--- config.mk ---
export PLATFORM = sky130hd
export DESIGN_NAME = dat_mem_arb
export DESIGN_NICKNAME = d
export VERILOG_FILES = /design/src/rtl/dat_mem_arb.sv
export SDC_FILE = /design/constraint.sdc
export NUM_CORES = 1
export LEC_CHECK = 0
export CAP_MARGIN = 10
export CORE_MARGIN = 2
export CORE_UTILIZATION = 35
export CTS_BUF_LIST = sky130_fd_sc_hd__clkbuf_8
export CTS_CLUSTER_SIZE = 16
export DETAILED_ROUTE_END_ITERATION = 6
export PLACE_DENSITY = 0.8
export SLEW_MARGIN = 20
export SYNTH_ARGS = -nofsm -noshare
export SYNTH_HDL_FRONTEND = slang
export SYNTH_SLANG_ARGS = --single-unit
export TNS_END_PERCENT = 20
--- constraint.sdc ---
create_clock -name clk -period 2 [get_ports clk]
set_input_delay 0.2 -clock clk [delete_from_list [all_inputs] [get_ports clk]]
set_output_delay 0.2 -clock clk [all_outputs]
set_load 0.02 [all_outputs]
--- src/rtl/dat_mem_arb.sv ---
// Round-robin arbiter sharing one single-port data memory between the load/store
// unit (port 0) and the loader/debug engine (port 1), with bounded burst locking.
module dat_mem_arb #(
  parameter int unsigned DW        = 8,
  parameter int unsigned AW        = 8,
  parameter int unsigned DEPTH     = 120,
  parameter int unsigned MAX_BURST = 4
) (
  input  logic          clk,
  input  logic          reset,
  input  logic          req0,
  input  logic          we0,
  input  logic          lock0,
  input  logic [AW-1:0] addr0,
  input  logic [DW-1:0] wdata0,
  output logic          gnt0,
  output logic          rvalid0,
  output logic          err0,
  input  logic          req1,
  input  logic          we1,
  input  logic          lock1,
  input  logic [AW-1:0] addr1,
  input  logic [DW-1:0] wdata1,
  output logic          gnt1,
  output logic          rvalid1,
  output logic          err1,
  output logic [DW-1:0] rdata,
  output logic [AW-1:0] mem_addr,
  output logic [DW-1:0] mem_wdata,
  output logic          mem_wr_en,
  input  logic [DW-1:0] mem_rdata
);

  localparam int unsigned BW = $clog2(MAX_BURST + 1);
  localparam logic [BW-1:0] MAX_B   = BW'(MAX_BURST);
  localparam logic [AW-1:0] DEPTH_A = AW'(DEPTH);

  typedef enum logic [1:0] {
    OWN_NONE = 2'd0,
    OWN_P0   = 2'd1,
    OWN_P1   = 2'd2
  } owner_e;

  owner_e        owner_q, owner_d, win_owner;
  logic [BW-1:0] burst_q, burst_d;
  logic          last_q, last_d;
  logic          rvalid0_q, rvalid0_d, rvalid1_q, rvalid1_d;
  logic          err0_q, err0_d, err1_q, err1_d;
  logic [DW-1:0] rdata_q, rdata_d;

  logic          hold0, hold1, any_gnt, sel_we, sel_lock, in_range, needs_resp;
  logic [AW-1:0] sel_addr;
  logic [DW-1:0] sel_wdata;

  // State register; reset also discards any response still in flight.
  always_ff @(posedge clk or posedge reset) begin
    if (reset) begin
      owner_q   <= OWN_NONE;
      burst_q   <= '0;
      last_q    <= 1'b1;
      rvalid0_q <= 1'b0;
      rvalid1_q <= 1'b0;
      err0_q    <= 1'b0;
      err1_q    <= 1'b0;
      rdata_q   <= '0;
    end else begin
      owner_q   <= owner_d;
      burst_q   <= burst_d;
      last_q    <= last_d;
      rvalid0_q <= rvalid0_d;
      rvalid1_q <= rvalid1_d;
      err0_q    <= err0_d;
      err1_q    <= err1_d;
      rdata_q   <= rdata_d;
    end
  end

  // Grant selection, memory drive and next-state; grants are held low during reset.
  always_comb begin
    gnt0       = 1'b0;
    gnt1       = 1'b0;
    sel_addr   = '0;
    sel_wdata  = '0;
    sel_we     = 1'b0;
    sel_lock   = 1'b0;
    in_range   = 1'b0;
    needs_resp = 1'b0;
    win_owner  = OWN_NONE;
    owner_d    = owner_q;
    burst_d    = burst_q;
    last_d     = last_q;
    rvalid0_d  = 1'b0;
    rvalid1_d  = 1'b0;
    err0_d     = 1'b0;
    err1_d     = 1'b0;
    rdata_d    = rdata_q;

    hold0 = (owner_q == OWN_P0) && req0 && (!req1 || (burst_q < MAX_B));
    hold1 = (owner_q == OWN_P1) && req1 && (!req0 || (burst_q < MAX_B));

    if (!reset) begin
      if (hold0)              gnt0 = 1'b1;
      else if (hold1)         gnt1 = 1'b1;
      else if (req0 && !req1) gnt0 = 1'b1;
      else if (req1 && !req0) gnt1 = 1'b1;
      else if (req0 && req1) begin
        gnt0 = last_q;
        gnt1 = !last_q;
      end
    end
    any_gnt = gnt0 | gnt1;

    if (gnt0) begin
      sel_addr  = addr0;
      sel_wdata = wdata0;
      sel_we    = we0;
      sel_lock  = lock0;
      win_owner = OWN_P0;
    end else if (gnt1) begin
      sel_addr  = addr1;
      sel_wdata = wdata1;
      sel_we    = we1;
      sel_lock  = lock1;
      win_owner = OWN_P1;
    end
    in_range   = sel_addr < DEPTH_A;
    needs_resp = !sel_we || !in_range;

    if (any_gnt) begin
      last_d = gnt1;
      // Burst count saturates so a lone locked requester cannot wrap it.
      if (sel_lock) begin
        owner_d = win_owner;
        if (owner_q == win_owner) burst_d = (burst_q == MAX_B) ? burst_q : burst_q + BW'(1);
        else                      burst_d = BW'(1);
      end else begin
        owner_d = OWN_NONE;
        burst_d = '0;
      end
      rvalid0_d = gnt0 && needs_resp;
      rvalid1_d = gnt1 && needs_resp;
      err0_d    = gnt0 && !in_range;
      err1_d    = gnt1 && !in_range;
      if (!sel_we) rdata_d = in_range ? mem_rdata : '0;
    end else begin
      owner_d = OWN_NONE;
      burst_d = '0;
    end
  end

  assign mem_addr  = sel_addr;
  assign mem_wdata = sel_wdata;
  assign mem_wr_en = any_gnt && sel_we && in_range;
  assign rvalid0   = rvalid0_q;
  assign rvalid1   = rvalid1_q;
  assign err0      = err0_q;
  assign err1      = err1_q;
  assign rdata     = rdata_q;

endmodule

## After elaboration in Yosys (flattened, before gate mapping)

Index checks and enable logic that the tools add are counted.

- Divide/modulo/power cells: 0
- Equal/unequal tests: 5
- Reductions and logical operators: 22
- Bitwise logic cells: 2
- Shift-type cells: 0
- Add/subtract/negate cells: 1
- Magnitude comparators: 2
- Multiplexer cells: 33
- Multipliers: 0

Operators by type and width:

| operator | count |
|---|---|
| $mux 8 | 5 |
| $mux 1 | 20 |
| $logic_and 1x1->1 | 13 |
| $mux 3 | 4 |
| $lt 8x7->1 const B | 1 |
| $mux 2 | 4 |
| $logic_not 1->1 | 5 |
| $ne 4x4->1 const B | 1 |
| $add 3x1->3 const B | 1 |
| $eq 3x3->1 const B | 1 |
| $logic_or 1x1->1 | 3 |
| $lt 3x3->1 const B | 1 |
| $eq 2x1->1 const B | 1 |
| $eq 2x2->1 | 1 |
| $eq 2x2->1 const B | 1 |
| $reduce_and 2->1 | 1 |
| $not 1->1 | 1 |
| $or 1x1->1 | 1 |

- Bits in writable memories: 0
- Memories kept: 0
- Bits in latches: 0
- Input port bits: 48
- Memory bits (read-only): 0
- Flip-flop bits (word level): 18

## Longest topological paths before layout

Gate-level depths: netlist of run 1.

- Depth after elaboration: 14
- Gate-level depth with buffers: 7
- Mapped depth without buffers: 7

## Least setup slack after synthesis of run 1

OpenSTA, ideal clock, no wires.

- Kind: reg2out
- Start: register last_q
- End: output mem_addr[0]
- Cell stages (with the launch flop): 8
- Path slack: -0.078 ns
- Data arrival time: 1.878 ns
- Cell sequence: dfstp_2 > o21bai_2 > nand2_2 > a31oi_4 > nand2_1 > inv_1 > buf_2 > a22o_1

- Elaborated cells between the ends (all ways): 15
- Classes of those cells: mux: 14; reduce/logical: 1

RTL lines:

| element | RTL line | RTL |
|---|---|---|
| start: declaration | 46 | `logic last_q, last_d;` |
| start signal: assignment | 69 | `last_q <= last_d;` |
| $mux 1 | 106 | `else if (req0 && req1) begin` |
| $mux 1 | 105 | `else if (req1 && !req0) gnt1 = 1'b1;` |
| $mux 1 | 104 | `else if (req0 && !req1) gnt0 = 1'b1;` |
| $mux 1 | 103 | `else if (hold1) gnt1 = 1'b1;` |
| $mux 1 | 102 | `if (hold0) gnt0 = 1'b1;` |
| $mux 1 | 101 | `if (!reset) begin` |
| named net gnt0 | 16 | `output logic gnt0,` |
| $mux 8 | 113 | `if (gnt0) begin` |
| end: declaration | 28 | `output logic [AW-1:0] mem_addr,` |

The timed path passes the listed nets, and every way through them passes these cells.

## Final worst setup path of run 1

- Start: register last_q
- End: output mem_wr_en

- Word-level cells in the longest chain between the ends: 11
- Elaborated cells between the ends (all ways): 21
- Classes of those cells: order compare: 1; mux: 16; bitwise: 1; reduce/logical: 3

RTL lines:

| element | RTL line | RTL |
|---|---|---|
| $logic_not 1->1 | 108 | `gnt1 = !last_q;` |
| $mux 1 | 106 |  |
| $mux 1 | 105 |  |
| $mux 1 | 104 |  |
| $mux 1 | 103 |  |
| $mux 1 | 102 |  |
| $mux 1 | 101 |  |
| $mux 8 or $mux 1 (tied branches) | 119 | `end else if (gnt1) begin` |
| $mux 8 or $mux 1 (tied branches) | 113 |  |
| $lt 8x7->1 or $logic_and 1x1->1 (tied branches) | 126, 153 |  |
| $logic_and 1x1->1 * | 153 | `assign mem_wr_en = any_gnt && sel_we && in_range;` |
| end: declaration | 30 | `output logic mem_wr_en,` |

Every way passes the cells marked *; elsewhere a longest branch is shown, timed or not.

==> metrics.csv, run 1 <==
stage;metric;value;unit
sta;setup_viol;24;
power_and_ir_drop;p_int;949;uW
global_route;grt_overflow_total;0;
routing;num_vias;1280;
synthesis;synthesis.nets;154;
floorplanning;core;3050;sq um
global_route;grt_util_met2;39.8;%
routing;avgRoutedWirePerCell;15.3;um
layout;fin_util;74.8;%
synthesis;synth_compound_area_share;34.3;%
synthesis;yosys_register_bits;18;
power_and_ir_drop;power_density;602;nW/um^2
global_route;grt_pass1_wl;5.81;mm
layout;syn_to_final_growth;103;%
sta;grt_setup_unrepaired;yes;
clocking;cts_tree;yes;
synthesis;synth_edf_count;0;
clocking;cts_made_buffers;3;
layout;nNetsFinal;263;
synthesis;synthSimpleGateAreaFrac;15.2;%
clocking;clock_latency;0.25;ns
placed_design;placed_cell_area;2100;sq um
sta;fmax;454;MHz
worst_setup_path;endpoint_kind;output pin;
worst_setup_path;rr_worst_depth;7;
power_and_ir_drop;peakVddDrop;449;uV
worst_setup_path;crit_path_start_kind;register;
run_status;violations;setup timing;
worst_setup_path;cp.arrival;2.00;ns
hold_path;worstHoldPathType;input pin to asynchronous set/reset pin;
clocking;clkTransAtPathRegs;0.06;ns
layout;stdcell_count;256;
synthesis;synth.cell_area;1130;sq um
sta;maxSlewViolCount;0;
run_status;status;finished, violations left;
sta;slew_headroom;79.7;%
clocking;cts_buffer_depth;2;
synthesis;netlist.area_leader.share;37.8;%
layout;diodes;0;
synthesis;synth.most_common_cell;dfrtp_1;
clocking;ctsHtreeMaxLevel;1;
sta;finalCritPeriodShare;110;%
routing;drtPass1Iterations;4;
global_route;grt_max_degree;14;
floorplanning;io_pins;79;
routing;vias_per_cell;5.00;
power_and_ir_drop;pwr-share-seq;32.6;%
global_route;first_global_vias;1264;
sta;finalClockSkew;0.00121;ns
routing;routed_wl;3.91;mm
synthesis;synthAdderAreaFrac;2.22;%
placed_design;dpl.hpwl;3.13;mm
sta;fin_crit;2.20;ns
layout;multi_input_area;654;sq um
sta;worstMarginPinSlew;0.305;ns
global_route;grtUsageMet3;4.26;%
global_route;grt_usage;21.2;%
clocking;cts-root-buf;clkbuf_8;
power_and_ir_drop;combinationalPowerShare;46.3;%
flow_run;cap_violations;0;
synthesis;yosysSeqAreaShare;40.1;%
synthesis;synth_common_cells;dfrtp_1, a22o_1, a32o_1;
floorplanning;fp.dieW;60.7;um
floorplanning;initial_core_util;36.9;%
floorplanning;rows;20;
layout;fillers;225;
routing;drt_iter0_markers;56;
clocking;holdBufCountCts;0;
floorplanning;dieArea;3690;sq um
layout;fin_area;2280;sq um
power_and_ir_drop;total_power;1.37;mW
power_and_ir_drop;clockPowerShare;21.1;%
power_and_ir_drop;p_sw;424;uW
synthesis;synth_top_family_by_area;compound AO/OA/AOI/OAI gates;
clocking;cts_sinks;18;
synthesis;synthMuxAreaShare;0;%
synthesis;synthTopCellsByArea;dfrtp_1, a22o_1, a32o_1;
synthesis;ys_types;38;
power_and_ir_drop;sw_frac_of_total;30.9;%
floorplanning;die_h;60.7;um
placed_design;port_buffers;78;
synthesis;yosys_warnings;0;
routing;antenna_left;0;
worst_setup_path;critPathMaxFanout;7;
synthesis;synth-xor-area-share;2.33;%
placed_design;place.gp.congestion;0.860;
global_route;grt.busiest_layer;met2;
synthesis;synthArstFlopShare;100;%
worst_setup_path;crit_type;register to output pin;
global_route;met1_usage;24.8;%
worst_setup_path;cp.required;1.80;ns
synthesis;syn_inst;104;
sta;hold_viol_final;0;
synthesis;avgSynthCellArea;10.8;sq um
layout;seq_area;452;sq um
power_and_ir_drop;p_leak;1.01;nW
global_route;antenna_found_initial;0;
placed_design;placed_cells;243;
layout;layout-drive-gt1-share;36.8;%
synthesis;synth_flop_cell;dfrtp_1;
sta;setup_ws;-0.204;ns
routing;drc;0;
synthesis;synth_largest_area_cell;dfrtp_1;
==> cell type report <==
class,count,share of cell area (%)
clock buffer,4,2.41
inverter,8,1.32
multi-input combinational,74,28.7
sequential,18,19.8
tap,44,2.41
timing repair buffer,108,45.4
==> kinds of logic after synthesis <==
logic type	count (synthesis)
AOI/OAI and AO/OA	41
xor gates and xnor gates	3
adders and majority gates	2
buffers and inverters	12
DFF	18
and+or+nand+nor	28
==> worst max-delay path: stages (launching register included) <==
cell	delay (ns)
dfstp_2	0.55
o21bai_4	0.14
nand2_2	0.09
a31oi_4	0.28
a32o_2	0.27
nand4_4	0.12
and3_4	0.17
buf_6	0.12
==> routing by layer <==
layer	routed length, um	part of all wire (%)
met5	0	0
met4	57	1.5
met3	131	3.4
met2	2130	54
met1	1590	41
==> power by group through the flow <==
stage	Clock (mW)	Combinational, mW	Sequential (mW)
floorplan	0	0.210	0.506
global placement	0	0.577	0.450
detailed placement	0	0.590	0.453
CTS	0.296	0.618	0.447
global route	0.315	0.672	0.452
finish	0.290	0.635	0.448
==> worst paths after layout <==
check	start	end	slack, ns
hold reg to reg	last_q	last_q	0.48
hold / removal	reset	rdata[7]	0.39
max in group asynchronous	reset	last_q	1.36
setup / recovery	last_q	mem_wr_en	-0.20
setup reg to reg	last_q	rdata[0]	-0.02
min in group clk	last_q	last_q	0.48
==> state kept, by name (all words and copies together) (netlist names) <==
| signal | count |
|---|---|
| err1 | 1 |
| rvalid0 | 1 |
| last_q | 1 |
| owner_q | 2 |
| rvalid1 | 1 |
| burst_q | 3 |
| rdata | 8 |
| err0 | 1 |
==> placed cells by master (no fill, tap or decap), drive strengths merged, types with 2 or more instances in the layout <==
cell / n
a32o: 12
a21oi: 4
clkdlybuf4s15: 2
inv: 7
clkdlybuf4s50: 59
nand2: 8
buf: 47
nor2: 5
nor2b: 4
a22o: 12
and2: 4
a221oi: 2
a31oi: 4
ha: 2
o21ai: 2
and3: 3
clkbuf: 4
xnor2: 3
dfrtp: 17
==> per-stage QoR <==
| step | hold slack (ns) | setup TNS [ns] | setup slack (ns) |
|---|---|---|---|
| finish | 0.392 | -1.66 | -0.204 |
| global route | 0.441 | -3.68 | -0.275 |
| CTS | 0.387 | -1.65 | -0.208 |
| detailed placement | 0.469 | -11.57 | -0.597 |
| global placement | 0.469 | -8.66 | -0.469 |
| floorplan | 0.109 | -0.722 | -0.0783 |
==> timing repair <==
item                       4_1_cts  5_1_grt
setup buffers                    6        3
pin swaps                        5        5
setup endpoints to repair       27       29
gates resized for setup        100       14
Power figures use the tool's default switching activity.
==> run 2: changes to the inputs <==
--- a/config.mk
+++ b/config.mk
@@ -11,7 +11,7 @@
 export CTS_BUF_LIST = sky130_fd_sc_hd__clkbuf_8
 export CTS_CLUSTER_SIZE = 16
 export DETAILED_ROUTE_END_ITERATION = 6
-export PLACE_DENSITY = 0.8
+export DONT_BUFFER_PORTS = 1
 export SLEW_MARGIN = 20
 export SYNTH_ARGS = -nofsm -noshare
 export SYNTH_HDL_FRONTEND = slang
==> metrics.csv, run 2 (synthesis results as in run 1) <==
stage;metric;value;unit
sta;whs;0.105;ns
global_route;antenna_found_initial;0;
clocking;cts_made_buffers;3;
sta;setup_tns;-0.0119;ns
floorplanning;initial_core_util;36.9;%
clocking;clkTransAtPathRegs;0.07;ns
worst_setup_path;cp.required;1.80;ns
sta;fin_crit;2.01;ns
global_route;grt_max_degree;15;
routing;avgRoutedWirePerCell;18.1;um
global_route;grt_usage;17.8;%
layout;diodes;0;
layout;largest_reg_flops;8;
worst_setup_path;crit_path_start_kind;register;
layout;syn_to_final_growth;41.3;%
power_and_ir_drop;p_leak;0.733;nW
worst_setup_path;cp.arrival;1.81;ns
run_status;violations;setup timing;
sta;setup_ws;-0.0119;ns
routing;antenna_left;0;
hold_path;hold_depth;1;
power_and_ir_drop;power_density;702;nW/um^2
placed_design;dpl.hpwl;2.30;mm
sta;worstMarginPinSlew;0.335;ns
placed_design;port_buffers;0;
layout;stdcell_count;178;
sta;slew_headroom;77.7;%
clocking;cts_buffer_depth;2;
sta;finalClockSkew;0.00381;ns
layout;nNetsFinal;185;
floorplanning;die_h;60.7;um
sta;hold_viol_final;0;
sta;setup_viol;1;
layout;layout-drive-gt1-share;50.7;%
global_route;grt_pass1_wl;4.83;mm
run_status;status;finished, violations left;
placed_design;placed_cells;163;
routing;drc;0;
worst_setup_path;critPathMaxFanout;7;
clocking;ctsHtreeMaxLevel;1;
clocking;cts_sinks;18;
clocking;cts-root-buf;clkbuf_8;
layout;fin_util;52.1;%
sta;finalCritPeriodShare;101;%
routing;num_vias;969;
floorplanning;rows;20;
hold_path;worstHoldPathType;input pin to register;
floorplanning;core;3050;sq um
global_route;first_global_vias;976;
worst_setup_path;crit_type;register to output pin;
layout;final_cell_mix;buf_4, dfrtp_1, a22o_4;
layout;final_common_cell;buf_4;
floorplanning;dieArea;3690;sq um
clocking;cts_tree;yes;
routing;drt_iter0_markers;13;
sta;fmax;497;MHz
flow_run;cap_violations;0;
floorplanning;io_pins;79;
sta;maxSlewViolCount;0;
clocking;clock_latency;0.25;ns
routing;vias_per_cell;5.44;
placed_design;place.gp.congestion;0.780;
floorplanning;fp.dieW;60.7;um
global_route;grt_overflow_total;0;
worst_setup_path;endpoint_kind;output pin;
sta;grt_setup_unrepaired;yes;
routing;drtPass1Iterations;4;
routing;routed_wl;3.23;mm
worst_setup_path;rr_worst_depth;9;
power_and_ir_drop;peakVddDrop;612;uV
==> run 2: per-layer routing <==
layer  up-vias  track usage [%]  wire (um)
met4         0             1.86          0
met5         -                0          0
met3         0             6.18        199
li1        461                -          -
met1       484             23.7       1310
met2        24             29.2       1710
==> run 2: area by class of cell <==
cell class	instances	area (sq um)
well taps	44	55.1
repair buffers	30	258
inverters	8	30.0
fillers	281	1460
multi-input cells	74	751
clock buffers	3	41.3
flip-flops and latches	18	453
clock inverters	1	3.75
==> run 2: worst paths after layout <==
check / slack [ns] / end / start
setup / recovery: -0.01 / mem_wr_en / burst_q[2]
hold / removal: 0.11 / rdata[5] / mem_rdata[5]
setup reg to reg: 0.07 / rvalid1 / burst_q[2]
hold reg to reg: 0.59 / burst_q[1] / burst_q[1]
max in group asynchronous: 0.89 / rvalid1 / reset
min in group asynchronous: 0.55 / rdata[4] / reset
==> run 2: per-stage QoR <==
stage / setup WS, ns / power [mW] / area (sq um)
after detailed placement: 0.00648 / 0.789 / 1290
after CTS: -0.0214 / 1.10 / 1530
after global routing: -0.115 / 1.17 / 1590
after global placement: 0.0597 / 0.782 / 1290
final: -0.0119 / 1.12 / 1590
after floorplan: -0.0783 / 0.716 / 1130
==> run 2: power breakdown <==
| part | switching, mW | internal, mW | leakage [nW] |
|---|---|---|---|
| Sequential | 0.0937 | 0.418 | 0.233 |
| Combinational | 0.174 | 0.180 | 0.473 |
| Clock | 0.116 | 0.136 | 0.0269 |
==> run 2: what timing repair did <==
item / 4_1_cts / 5_1_grt
pin swaps: 7 / 10
resized for setup: 33 / 6
hold buffers: 2 / 0
endpoints found under the setup margin: 14 / 27
gates cloned: 0 / 0
hold endpoints to repair: 2 / 0
setup buffers: 4 / 5
==> run 2: critical path: stages (launching register included) <==
cell and delay (ns):
dfrtp_1 0.42, nand2b_4 0.18, buf_6 0.10, nand2_4 0.04
a31oi_4 0.27, a32o_2 0.25, nand4_4 0.11, and3_4 0.18
